===== src/rtl/serial_ripple_subtractor_if.sv =====
// Start/busy/done handshake bundle for the digit-serial subtractor.
// The ovf signal exists only when SRS_SIGNED_OVF_EN is defined.
interface serial_ripple_subtractor_if #(
   parameter int N = 16
);

   logic         start;
   logic [N-1:0] a;
   logic [N-1:0] b;
   logic         bin;
   logic         busy;
   logic         done;
   logic [N-1:0] diff;
   logic         bout;

`ifdef SRS_SIGNED_OVF_EN
   logic         ovf;

   modport master (
      output start,
      output a,
      output b,
      output bin,
      input  busy,
      input  done,
      input  diff,
      input  bout,
      input  ovf
   );

   modport slave (
      input  start,
      input  a,
      input  b,
      input  bin,
      output busy,
      output done,
      output diff,
      output bout,
      output ovf
   );
`else
   modport master (
      output start,
      output a,
      output b,
      output bin,
      input  busy,
      input  done,
      input  diff,
      input  bout
   );

   modport slave (
      input  start,
      input  a,
      input  b,
      input  bin,
      output busy,
      output done,
      output diff,
      output bout
   );
`endif

endinterface


===== src/rtl/serial_ripple_subtractor.sv =====
// Digit-serial subtractor: diff = a - b - bin, LSB-first, D bits per clock.
// Optional signed-overflow output is enabled by defining SRS_SIGNED_OVF_EN.
module serial_ripple_subtractor #(
   parameter int N = 16,
   parameter int D = 1
) (
   input  logic                       clk,
   input  logic                       rst_n,
   serial_ripple_subtractor_if.slave  bus
);

   localparam int STEPS = (D >= 1) ? (N / D) : 1;
   localparam int CW    = (STEPS > 1) ? $clog2(STEPS) : 1;

   generate
      if ((D < 1) || (D > N) || ((N % D) != 0)) begin : g_bad_param
         $error("serial_ripple_subtractor: D must divide N and satisfy 1 <= D <= N");
      end
   endgenerate

   typedef enum logic [1:0] {
      IDLE = 2'd0,
      RUN  = 2'd1,
      DONE = 2'd2
   } state_t;

   state_t         state;
   state_t         state_next;

   logic [N-1:0]   a_sh;
   logic [N-1:0]   b_sh;
   logic [N-1:0]   res_sh;
   logic           borrow;
   logic [CW-1:0]  cnt;

   logic [N-1:0]   diff_q;
   logic           bout_q;

   logic           accept;
   logic           last_digit;
   logic [D-1:0]   dig;
   logic           borrow_next;
   logic [N-1:0]   dig_ext;
   logic [N-1:0]   res_next;

`ifdef SRS_SIGNED_OVF_EN
   logic           a_msb;
   logic           b_msb;
   logic           ovf_q;
`endif

   // A request is taken whenever no subtraction is in flight, including the DONE cycle.
   assign accept     = bus.start && (state != RUN);
   assign last_digit = (cnt == CW'(STEPS - 1));

   // Ripple full-subtractor chain across the low D bits of the operand shift registers.
   always_comb begin
      logic w;
      w   = borrow;
      dig = '0;
      for (int i = 0; i < D; i++) begin
         dig[i] = a_sh[i] ^ b_sh[i] ^ w;
         w      = (~a_sh[i] & b_sh[i]) | (~(a_sh[i] ^ b_sh[i]) & w);
      end
      borrow_next = w;
   end

   // New digit enters the result register from the MSB end.
   always_comb begin
      dig_ext          = '0;
      dig_ext[D-1:0]   = dig;
      res_next         = (res_sh >> D) | (dig_ext << (N - D));
   end

   // State register.
   always_ff @(posedge clk or negedge rst_n) begin
      if (!rst_n) begin
         state <= IDLE;
      end else begin
         state <= state_next;
      end
   end

   // Next-state logic.
   always_comb begin
      state_next = state;
      case (state)
         IDLE: begin
            if (bus.start) begin
               state_next = RUN;
            end
         end
         RUN: begin
            if (last_digit) begin
               state_next = DONE;
            end
         end
         DONE: begin
            state_next = bus.start ? RUN : IDLE;
         end
         default: begin
            state_next = IDLE;
         end
      endcase
   end

   // Outputs decoded from state and the held result registers.
   always_comb begin
      bus.busy = (state == RUN);
      bus.done = (state == DONE);
      bus.diff = diff_q;
      bus.bout = bout_q;
`ifdef SRS_SIGNED_OVF_EN
      bus.ovf  = ovf_q;
`endif
   end

   // Operand capture, per-digit shifting and result publication.
   always_ff @(posedge clk or negedge rst_n) begin
      if (!rst_n) begin
         a_sh   <= '0;
         b_sh   <= '0;
         res_sh <= '0;
         borrow <= 1'b0;
         cnt    <= '0;
         diff_q <= '0;
         bout_q <= 1'b0;
      end else if (accept) begin
         a_sh   <= bus.a;
         b_sh   <= bus.b;
         res_sh <= '0;
         borrow <= bus.bin;
         cnt    <= '0;
      end else if (state == RUN) begin
         a_sh   <= a_sh >> D;
         b_sh   <= b_sh >> D;
         res_sh <= res_next;
         borrow <= borrow_next;
         cnt    <= cnt + 1'b1;
         if (last_digit) begin
            diff_q <= res_next;
            bout_q <= borrow_next;
         end
      end
   end

`ifdef SRS_SIGNED_OVF_EN
   // Operand MSBs are shifted out during RUN, so they are kept aside for the overflow term.
   always_ff @(posedge clk or negedge rst_n) begin
      if (!rst_n) begin
         a_msb <= 1'b0;
         b_msb <= 1'b0;
         ovf_q <= 1'b0;
      end else if (accept) begin
         a_msb <= bus.a[N-1];
         b_msb <= bus.b[N-1];
      end else if ((state == RUN) && last_digit) begin
         ovf_q <= (a_msb ^ b_msb) & (res_next[N-1] ^ a_msb);
      end
   end
`endif

endmodule


===== src/flat_wrapper.sv =====
// flat-port wrapper written by rule: the top's interface ports become plain ports
module serial_ripple_subtractor_flat 
#(
   parameter int N = 16,
   parameter int D = 1
)
  (clk, rst_n, bus_start, bus_a, bus_b, bus_bin, bus_busy, bus_done, bus_diff, bus_bout);
  serial_ripple_subtractor_if #(.N(N)) bus_i ();
  input  logic clk;
  input  logic rst_n;
  input wire logic [$bits(bus_i.start)-1:0] bus_start;
  input wire logic [$bits(bus_i.a)-1:0] bus_a;
  input wire logic [$bits(bus_i.b)-1:0] bus_b;
  input wire logic [$bits(bus_i.bin)-1:0] bus_bin;
  output wire logic [$bits(bus_i.busy)-1:0] bus_busy;
  output wire logic [$bits(bus_i.done)-1:0] bus_done;
  output wire logic [$bits(bus_i.diff)-1:0] bus_diff;
  output wire logic [$bits(bus_i.bout)-1:0] bus_bout;
  assign bus_i.start = bus_start;
  assign bus_i.a = bus_a;
  assign bus_i.b = bus_b;
  assign bus_i.bin = bus_bin;
  assign bus_busy = bus_i.busy;
  assign bus_done = bus_i.done;
  assign bus_diff = bus_i.diff;
  assign bus_bout = bus_i.bout;
  serial_ripple_subtractor #(.N(N), .D(D)) u_core (.clk(clk), .rst_n(rst_n), .bus(bus_i));
endmodule

===== config.mk =====
export PLATFORM = sky130hd
export DESIGN_NAME = serial_ripple_subtractor_flat
export DESIGN_NICKNAME = d
export VERILOG_FILES = /design/src/rtl/serial_ripple_subtractor_if.sv /design/src/rtl/serial_ripple_subtractor.sv /design/src/flat_wrapper.sv
export SDC_FILE = /design/constraint.sdc
export NUM_CORES = 1
export LEC_CHECK = 0
export BUFFER_PORTS_ARGS = -buffer_cell sky130_fd_sc_hd__buf_2
export CORE_MARGIN = 5
export CORE_UTILIZATION = 43
export CTS_CLUSTER_DIAMETER = 150
export DETAILED_ROUTE_END_ITERATION = 8
export PLACE_DENSITY = 0.73
export SLEW_MARGIN = 20
export SYNTH_ARGS = -nofsm -noshare
export SYNTH_HDL_FRONTEND = slang
export SYNTH_SLANG_ARGS = --single-unit

===== constraint.sdc =====
create_clock -name clk -period 2.23 [get_ports clk]
set_clock_uncertainty 0.15 [all_clocks]
set_input_delay 0 -clock clk [delete_from_list [all_inputs] [get_ports clk]]
set_output_delay 0 -clock clk [all_outputs]
set_load 0.005 [all_outputs]

==> results.ini <==
[outcome]
outcome = completed

[worst_setup_path]
cp.required_ps = 2300
arrival_ps = 1870
path_max_fanout = 13
worst-setup-path-type = reg2reg
cp-start-kind = flip-flop
reg2reg_slack_ps = 430
endpoint_kind = flip-flop
reg2reg_depth = 5

[place]
gp_congestion = 0.7413
place_hpwl_um = 3889
io_buffer_count = 54
placed_area_um2 = 3426

[routing]
routed_wl_um = 5971
antenna_left = 0
drc_errors = 0
post_drt_wl_per_cell_um = 12.98
drt_first_pass_iters = 6
via_per_inst = 4.772
vias = 2195
first_iter_violations = 72

[synth]
synthDistinctLibCells = 28
syn-cell-area_um2 = 3067
synth_top_area_share_pct = 57.94
syn_nets = 309
syn-instance-count = 271
ys_ff_latch = 71
yosys-top-cells-area = dfrtp_1, mux2i_1, nand2_1
synth_area_per_cell_um2 = 11.32
yosysSeqAreaShare_pct = 57.94
yosysTopAreaCell = dfrtp_1
ys_warn_count = 0

[grt]
grt_pass1_vias = 2238
grt_pass1_wl_um = 10300
grt_max_degree = 43
antenna_found_initial = 0
grtUsageTotal_pct = 14.93
overflow = 0

[clock_tree]
cts.sinks = 71
htree_levels = 3
cts_buffers = 9
cts_buffer_depth = 2
clk_pin_slew_ps = 70
cts_tree = yes
clk_latency_ps = 330
cts-root-buf = clkbuf_8
postCtsSetupBuffers = 0

[pwr]
leakage_nw = 1.901
p_total_w = 0.004487
vdd_ir_drop_max_uv = 616.4
p_per_area_nw_per_um2 = 1138

[sta]
drv_slew = 0
setup_tns_ps = 0
period_share_pct = 80.89
setup_violations = 0
max_freq_ghz = 0.5544
tightest_slew_ps = 727.2
slew_headroom_pct = 51.52
period_minus_slack_ps = 1804
finalHoldViolCount = 0
grt_setup_unrepaired = false

[final_layout]
final_common_cell = dfrtp_1
final_layout_size_suffix_gt1_share_pct = 26.65
syn_to_final_growth_pct = 28.52
fill_cells = 572
multi_input_area_um2 = 1179
design_area_um2 = 3941
nets = 397
ff_latch_area_um2 = 1777
diodes = 0
final_cell_mix = dfrtp_1, nand2_1, buf_2

[floorplanning]
die_area_um2 = 8921
die_x_um = 94.45
die_y_um = 94.45
rows = 30
initial_core_util_pct = 44.64
core_region_area_um2 = 6869
ioPinCount = 55

[worst_hold_path]
min_path_type = in2reg
hold_path_depth = 3

[flow_run]
maxCapViolations = 0

[cell families (layout without fill, tap and decap cells)]
family	after synthesis	count (layout)	share of synthesized area (%)
adders and majority gates	2	2	1.061
DFF	71	71	57.94
AOI/OAI and AO/OA	52	52	8.813
xor gates and xnor gates	1	1	0.2856
and+or+nand+nor	73	73	9.833
muxes	50	50	17.99
buffers and inverters	22	115	4.080
[cell usage after synthesis]
library cell,instances
a211oi_1,1
a21oi_1,1
a22o_2,1
buf_12,1
buf_2,11
buf_4,1
buf_6,1
clkbuf_1,3
clkbuf_2,1
clkinv_1,1
dfrtp_1,71
fa_1,1
ha_1,1
inv_1,3
mux2_2,9
mux2_4,8
mux2i_1,33
nand2_1,63
nand3_1,1
nand3_2,1
nand3b_1,1
nor2_1,3
nor2b_1,3
nor3b_2,1
o211ai_1,1
o21ai_0,47
o21ai_1,1
xnor2_1,1
[routing by layer]
metal | vias up | GRT usage, % | wire [um]
met5 | - | 0 | 0
met4 | 0 | 8.173 | 102
met3 | 8 | 3.904 | 299
met2 | 46 | 23.46 | 2937
met1 | 1048 | 18.81 | 2631
li1 | 1093 | - | -
[what timing repair did]
item	in CTS	in global routing
gates resized for setup	0	0
setup endpoints to repair	0	0
hold buffers	34	0
hold endpoints to repair	64	0
[power breakdown]
group          leakage, nW  internal, W  switching [W]  total [W]
sequential           0.900      0.00185       0.000337    0.00218
clock               0.0959     0.000457       0.000442   0.000899
combinational        0.905     0.000695       0.000710    0.00141
[sequential cells by signal, indices dropped and copies added (netlist names)]
register,count
u_core.bus.diff,16
u_core.res_sh,15
u_core.cnt,4
u_core.state,2
u_core.borrow,1
u_core.b_sh,16
u_core.a_sh,16
u_core.bus.bout,1
[worst max-delay path, cell delays in order, from the launching register on]
cell     delay [ps]
dfrtp_1         390
ha_1            200
nand3_2         110
nor3b_4         210
buf_4           270
mux2_2          360
[per-stage QoR]
stage	utilization (%)	instances	setup WS (ps)	hold slack, ps
final	57.38	460	426.3	107.5
after global routing	57.38	460	331.1	159.8
after CTS	57.38	460	427.3	90.23
after detailed placement	49.87	410	439.5	-44.83
after global placement	49.87	410	482.4	-53.67
after floorplan	-	271	569.0	-445.6
[final cells by class]
class	count	share of cell area [%]
clock inverters	4	0.5079
repair buffers	95	17.14
multi-input cells	178	29.90
flip-flops and latches	71	45.08
clock buffers	12	3.937
inverters	4	0.3810
well taps	96	3.048
[final timing paths]
path,startpoint,end
worst min-delay path,bus_start,u_core.state[0]
max in group asynchronous,rst_n,u_core.a_sh[0]
min in group asynchronous,rst_n,u_core.b_sh[8]
worst min register to register,u_core.a_sh[11],u_core.a_sh[10]
worst max-delay path,u_core.cnt[0],u_core.bus.diff[6]
worst max register to register,u_core.cnt[0],u_core.bus.diff[6]
Power figures use the tool's default switching activity.
